--- config.mk ---
export PLATFORM = sky130hd
export DESIGN_NAME = cache_controller
export DESIGN_NICKNAME = d
export VERILOG_FILES = /design/src/rtl/cache_controller.sv
export SDC_FILE = /design/constraint.sdc
export NUM_CORES = 1
export LEC_CHECK = 0
export ABC_AREA = 1
export ABC_CLOCK_PERIOD_IN_PS = 1330
export BUFFER_PORTS_ARGS = -buffer_cell sky130_fd_sc_hd__buf_2
export CAP_MARGIN = 20
export CORE_AREA = 4 4 134 136
export CTS_BUF_LIST = sky130_fd_sc_hd__clkbuf_4 sky130_fd_sc_hd__clkbuf_8 sky130_fd_sc_hd__clkbuf_16
export DETAILED_ROUTE_END_ITERATION = 16
export DIE_AREA = 0 0 138 140
export GPL_TIMING_DRIVEN = 0
export PLACE_DENSITY = 0.46
export SYNTH_ARGS = -nofsm -noshare
export SYNTH_HDL_FRONTEND = slang
export SYNTH_SLANG_ARGS = --single-unit
--- constraint.sdc ---
create_clock -name clk -period 1.33 [get_ports clk]
set_input_delay 0.0665 -clock clk [delete_from_list [all_inputs] [get_ports clk]]
set_output_delay 0.0665 -clock clk [all_outputs]
set_load 0.02 [all_outputs]
--- src/rtl/cache_controller.sv ---
// cache_controller: initiator side of a 2-way data cache, placed between the
// pipeline memory stage and the SRAM controller.
//   - Read hits are answered in the same cycle from the cache (cache_R_EN).
//   - Read misses fetch a 64-bit line from SRAM, fill the cache (cache_W_EN)
//     and forward the requested word.
//   - Stores are write-through, no-allocate: invalidate, then write SRAM.
// Ports:
//   clk, rst                      clock, synchronous active-high reset
//   address, wdata                CPU byte address / store data
//   MEM_R_EN, MEM_W_EN            CPU load / store request (store wins)
//   rdata, ready                  load data / request-complete (stall when 0)
//   cache_addr, cache_R_EN, cache_W_EN, cache_invalidate, cache_data_in
//                                 cache-side address, strobes and fill line
//   cache_hit, cache_data_out     cache lookup result for cache_addr
//   sram_address, sram_wdata, sram_read_en, sram_write_en
//                                 SRAM-side request
//   sram_rdata, sram_ready        SRAM line and one-cycle completion pulse
// Optional feature (macro CACHE_STATS_EN): adds hit_count / miss_count
// saturating 16-bit statistics outputs.
module cache_controller #(
  parameter int unsigned ADDR_W    = 32,
  parameter int unsigned BASE_ADDR = 1024
) (
  input  logic              clk,
  input  logic              rst,
  input  logic [ADDR_W-1:0] address,
  input  logic [31:0]       wdata,
  input  logic              MEM_R_EN,
  input  logic              MEM_W_EN,
  output logic [31:0]       rdata,
  output logic              ready,
  output logic [18:0]       cache_addr,
  output logic              cache_R_EN,
  output logic              cache_W_EN,
  output logic              cache_invalidate,
  output logic [63:0]       cache_data_in,
  input  logic              cache_hit,
  input  logic [31:0]       cache_data_out,
  output logic [ADDR_W-1:0] sram_address,
  output logic [31:0]       sram_wdata,
  output logic              sram_read_en,
  output logic              sram_write_en,
  input  logic [63:0]       sram_rdata,
  input  logic              sram_ready
`ifdef CACHE_STATS_EN
  ,
  output logic [15:0]       hit_count,
  output logic [15:0]       miss_count
`endif
);

  typedef enum logic [1:0] {
    IDLE    = 2'd0,
    RD_WAIT = 2'd1,
    WR_WAIT = 2'd2
  } state_t;

  state_t            r_state;
  state_t            w_next;
  logic [ADDR_W-1:0] w_off;
  logic              w_rd_req;
  logic              w_wr_req;
  logic [31:0]       w_word;

  // Offset into cache/SRAM space, wraps modulo 2^ADDR_W
  assign w_off        = address - ADDR_W'(BASE_ADDR);
  assign cache_addr   = w_off[18:0];
  assign sram_address = w_off;
  assign sram_wdata   = wdata;
  assign cache_data_in = sram_rdata;

  // A simultaneous load+store is handled as a store
  assign w_wr_req = MEM_W_EN;
  assign w_rd_req = MEM_R_EN & ~MEM_W_EN;

  // Word select matches the cache: off[2]=1 -> low half, off[2]=0 -> high half
  assign w_word = w_off[2] ? sram_rdata[31:0] : sram_rdata[63:32];

  // State register
  always_ff @(posedge clk) begin
    if (rst) r_state <= IDLE;
    else     r_state <= w_next;
  end

  // Next state and same-cycle handshake outputs
  always_comb begin
    w_next           = r_state;
    ready            = 1'b1;
    rdata            = 32'd0;
    cache_R_EN       = 1'b0;
    cache_W_EN       = 1'b0;
    cache_invalidate = 1'b0;
    sram_read_en     = 1'b0;
    sram_write_en    = 1'b0;

    case (r_state)
      IDLE: begin
        if (w_wr_req) begin
          cache_invalidate = 1'b1;
          ready            = 1'b0;
          w_next           = WR_WAIT;
        end else if (w_rd_req) begin
          if (cache_hit) begin
            cache_R_EN = 1'b1;
            rdata      = cache_data_out;
          end else begin
            ready  = 1'b0;
            w_next = RD_WAIT;
          end
        end
      end
      RD_WAIT: begin
        sram_read_en = 1'b1;
        if (sram_ready) begin
          cache_W_EN = 1'b1;
          rdata      = w_word;
          w_next     = IDLE;
        end else begin
          ready = 1'b0;
        end
      end
      WR_WAIT: begin
        sram_write_en = 1'b1;
        if (sram_ready) w_next = IDLE;
        else            ready  = 1'b0;
      end
      default: w_next = IDLE;
    endcase

    // Reset drops any pending SRAM request and quiets every strobe
    if (rst) begin
      w_next           = IDLE;
      ready            = ~(MEM_R_EN | MEM_W_EN);
      rdata            = 32'd0;
      cache_R_EN       = 1'b0;
      cache_W_EN       = 1'b0;
      cache_invalidate = 1'b0;
      sram_read_en     = 1'b0;
      sram_write_en    = 1'b0;
    end
  end

`ifdef CACHE_STATS_EN
  logic w_miss_evt;

  assign w_miss_evt = (r_state == IDLE) && (w_next == RD_WAIT) && !rst;

  // Saturating hit/miss statistics
  always_ff @(posedge clk) begin
    if (rst) begin
      hit_count  <= 16'd0;
      miss_count <= 16'd0;
    end else begin
      if (cache_R_EN && (hit_count != 16'hFFFF))
        hit_count <= hit_count + 16'd1;
      if (w_miss_evt && (miss_count != 16'hFFFF))
        miss_count <= miss_count + 16'd1;
    end
  end
`endif

endmodule

======== Word level (Yosys, flattened, before mapping) ========
Cells that the tools add are included.
storage, ports and cells
  latch bits .............................. 0
  output and inout port bits .............. 185
  register bits ........................... 2
  bits of input ports ..................... 166
  bits in writable memories ............... 0
  ROM bits ................................ 0
  memories kept ........................... 0
cells by class
  bitwise logic cells ..................... 4
  add/sub/neg operators ................... 1
  $mul .................................... 0
  shift operators ......................... 0
  divide/modulo/power cells ............... 0
  mux-type cells .......................... 31
  eq/ne operators ......................... 5
  reduce and logical (&&, ||, !) cells .... 3
  magnitude comparators ................... 0
operator list
  cell                                                                    number
  32-bit two-way mux                                                      6
  32-bit one-hot mux with 2 select lines                                  1
  32-bit by 11-bit subtractor with 32-bit output (second input constant)  1
  1-bit two-way mux                                                       18
  2-bit two-way mux                                                       4
  3-bit != test (second input constant)                                   2
  2-bit one-hot mux with 2 select lines                                   1
  3-bit AND reduction                                                     1
  2-bit by 1-bit equality test with 1-bit output (second input constant)  1
  2-bit equality test (second input constant)                             1
  2-bit zero test                                                         1
  2-bit by 1-bit != test with 1-bit output (second input constant)        1
  1-bit inverter                                                          2
  1-bit one-hot mux with 2 select lines                                   1
  2-bit OR reduction                                                      1
  1-bit bitwise AND                                                       1
  1-bit OR                                                                1

======== Logic depth before layout (Yosys ltp) ========
  depth in word-level cells ............... 6
  mapped depth ............................ 8
  mapped depth without buffers ............ 8

======== Worst setup path after synthesis ========
No wires, ideal clock.
  path kind ............................... input to output
  start point ............................. input address[10]
  end point ............................... output sram_address[14]
  arrival time ............................ 1.613 ns
  required time ........................... 1.263 ns
  path slack .............................. -0.349 ns
  stages on the path ...................... 6
  path through ............................ inv_1 ha_1 inv_1 or2_2 o21ai_0 buf_4
between the ends
  cells in the longest elaborated chain, start to end .. 1
RTL lines
  item                                            RTL line  source
  start: declaration                              26        input logic [ADDR_W-1:0] address,
  32-bit by 11-bit subtractor with 32-bit output  66        assign w_off = address - ADDR_W'(BASE_ADDR);
  end: declaration                                39        output logic [ADDR_W-1:0] sram_address,
Every way passes these cells.

======== Final worst setup path ========
  start point ............................. register r_state[0]
  end point ............................... output rdata[22]
between the ends
  cells in the longest elaborated chain, start to end .. 3
  elaborated cells between the ends (all ways) .. 4
  classes of those cells .................. eq/ne (1); mux (2); reduce/logical (1)
RTL lines
  item                                                                               RTL line  source
  start: declaration                                                                 58        state_t r_state;
  start signal: assignment                                                           82        else r_state <= w_next;
  2-bit by 1-bit equality test with 1-bit output or 2-bit zero test (tied branches)  96        case (r_state)
  32-bit one-hot mux with 2 select lines *                                           96
  32-bit two-way mux *                                                               131       if (rst) begin
  end: declaration                                                                   30        output logic [31:0] rdata,
Every way passes the cells marked *; elsewhere a longest branch is shown, timed or not.

==> flow_summary_export.csv <==
group,metric,value,unit
run_status,status,"finished with violations",
run_status,violations,"negative setup slack",
timing,setup_viol,35,
cells_and_area,largestRegisters,"r_state: 2 flops",
cells_and_area,regMostFlops,"r_state",
placement,placed_cells,991,
run,cap_violations,0,
clocking,htree_levels,1,
cells_and_area,nNetsFinal,952,
grt,grt_overflow,0,
floorplanning,dieHeight,140,microns
drt,detail_route.vias_per_cell,3.94,
drt,first_pass_iters,7,
synthesis,syn_area,2670,sq um
clocking,cts_root_buf,"clkbuf_16",
drt,wl_per_cell,14.0,microns
grt,grt_pass1_wl,21100,microns
power_and_ir_drop,power.switching,1.23,mW
setup_path,timing.rr.start,"r_state[0]",
timing,hold-worst-slack,0.180,ns
setup_path,crit_path_end_kind,"output pin",
setup_path,critPathKind,"reg -> out",
setup_path,cp-start-kind,"flip-flop",
clocking,cts_tree,"done",
floorplanning,die_area,19300,sq um
synthesis,syn-num-nets,631,
placement,routabilityCongestion,0.808,
setup_path,path_buf_inv,5,
cells_and_area,drive_gt1_frac,0.694,
synthesis,yosysSeqAreaShare,0.0150,
clocking,cts_hold_buf,0,
min_path,hp-start,"rst",
clocking,cts-buffers-inserted,3,
cells_and_area,fin_cells,1004,
timing,maxSlewHeadroom,0.508,
timing,worst_slack,-0.379,ns
drt,routed_wirelength,14000,microns
drt,route.detailed.drc,0,
timing,hold_viol,0,
setup_path,crit_chain,"inv_2, ha_4, inv_4, nor2_4, buf_12, buf_8, nand4_1, a21oi_2, buf_6",
setup_path,cpPeakStageDelay,0.32,ns
setup_path,startpoint,"r_state[0]",
synthesis,yosysWarnings,0,
power_and_ir_drop,leakagePower,2.75,nW
min_path,min_path_type,"in -> reg",
cells_and_area,antennaDiodeCount,0,
synthesis,syn_area_per_cell,5.80,sq um
timing,fin_crit,1.71,ns
power_and_ir_drop,p_seq_frac,0.031,
grt,grt_antenna_before_repair,1,
drt,postRouteAntennaNets,0,
setup_path,critical-path-slowest-cell,"dfxtp_2",
timing,fmax,0.585,GHz
timing,worst_pin_slew,0.739,ns
cells_and_area,most-common-layout-cells,"281 x buf_2, 146 x buf_4, 90 x nor2_1",
cells_and_area,layout_commonest_cell,"buf_2",
power_and_ir_drop,p_int,1.43,mW
clocking,clk_pin_slew,0.03,ns
clocking,cts_max_path_buffers,2,
floorplanning,io_pins,351,
synthesis,synth-seq-cells,2,
timing,period_share,1.29,
floorplanning,rows,48,
grt,grt_pass1_vias,3935,
cells_and_area,area_delta_synth_final,91.1,%
setup_path,crit_family,"buffers and inverters",
placement,dp_hpwl,12400,microns
floorplanning,start_util,0.158,
timing,fin_skew,0.00166,ns
setup_path,crit_arrival,1.64,ns
power_and_ir_drop,peakVddDrop,0.315,mV
cells_and_area,fillCellCount,1942,
setup_path,worstPathMaxFanout,5,
floorplanning,core,16900,sq um
timing,rsz0062_at_grt,"yes",
grt,grtUsageTotal,0.131,
cells_and_area,post-route-util,0.301,
clocking,clock_latency,0.22,ns
timing,slew_viol_final,0,
grt,grt_max_degree,11,
setup_path,cp_data_required_time,1.26,ns
power_and_ir_drop,p_per_area,521,nW/um^2
cells_and_area,largest_register_ffs,2,
timing,tns,-10.20,ns
power_and_ir_drop,p_comb_frac,0.801,
placement,port_buffers,306,
power_and_ir_drop,switching_share,0.462,
drt,vias,3959,
drt,drt_iter0_markers,103,
power_and_ir_drop,clockPowerShare,0.168,
floorplanning,die_w,138,microns
synthesis,synthCells,460,
synthesis,synthDistinctLibCells,25,
clocking,clock_sinks,2,
-- worst min-delay path, cell delays in order --
cell and delay, ns:
buf_2 0.13, nor3_4 0.06, nand2_1 0.05, nand2_1 0.05
-- kinds of logic (layout without fill, tap and decap cells) --
family	Yosys count	in the layout	synth area share
xor+xnor	13	13	0.0426
buf+inv	177	496	0.441
simple gates	193	193	0.346
compound gates	70	70	0.132
fa+ha+maj	5	5	0.0234
flops	2	2	0.0150
-- timing repair --
action | in CTS | in global routing
cloned | 3 | 0
pin swaps | 29 | 11
resized for setup | 86 | 15
setup endpoints to repair | 42 | 42
setup buffers | 7 | 1
-- Yosys cell counts --
master	number	share of area
nand2_1	33	0.046
clkbuf_1	1	0.0014
o21ai_0	5	0.0094
clkbuf_2	2	0.0037
nand2_2	11	0.026
nand3_1	7	0.013
buf_4	131	0.37
a21oi_1	34	0.064
ha_1	5	0.023
nor2_4	3	0.013
nand4_1	37	0.087
nor2_8	2	0.015
inv_1	24	0.034
buf_2	15	0.028
nor2_2	5	0.012
buf_1	1	0.0014
xor2_1	8	0.026
dfxtp_1	2	0.015
or2_2	1	0.0023
a31oi_1	1	0.0023
o21ai_1	30	0.056
nor3_1	1	0.0019
nor2_1	93	0.13
inv_2	3	0.0042
xnor2_1	5	0.016
-- power by group through the flow --
stage | Sequential, mW | Combinational [mW] | Clock, mW
2_1_floorplan | 0.0797 | 1.19 | 0
3_3_place_gp | 0.0820 | 1.87 | 0
3_5_place_dp | 0.0826 | 1.86 | 0
4_1_cts | 0.0830 | 2.15 | 0.454
5_1_grt | 0.0845 | 2.30 | 0.466
6_report | 0.0831 | 2.13 | 0.447
-- final timing paths --
check | endpoint | slack [ns] | cells after the start
min reg2reg | r_state[1] | 0.58 | 3
max reg2reg | r_state[1] | 0.06 | 10
min | r_state[1] | 0.18 | 4
max | rdata[22] | -0.38 | 9
-- metrics by stage --
| stage | power [mW] | setup WS, ns | cell area [sq um] |
|---|---|---|---|
| after global placement | 1.95 | -0.452 | 4620 |
| after global routing | 2.85 | -0.437 | 5100 |
| after floorplan | 1.27 | -0.0104 | 2810 |
| after CTS | 2.69 | -0.379 | 5060 |
| after detailed placement | 1.94 | -0.426 | 4620 |
| final | 2.66 | -0.379 | 5100 |
-- layer usage --
metal	vias up	track usage	share of wire
li1	2005	-	-
met1	1742	0.157	0.39
met2	200	0.252	0.53
met3	10	0.0236	0.071
met4	2	0.00988	0.0042
met5	-	0	0.00093
-- final cells by class --
cell class | instances | area [sq um] | area share
Clock buffer | 3 | 75.1 | 0.0147
Inverter | 27 | 106 | 0.0208
Timing Repair Buffer | 316 | 1830 | 0.358
Buffer | 150 | 1110 | 0.217
Sequential cell | 2 | 42.5 | 0.00834
Multi-Input combinational cell | 281 | 1660 | 0.326
Tap cell | 225 | 282 | 0.0552
No activity file was read; power rests on OpenSTA's default activity.
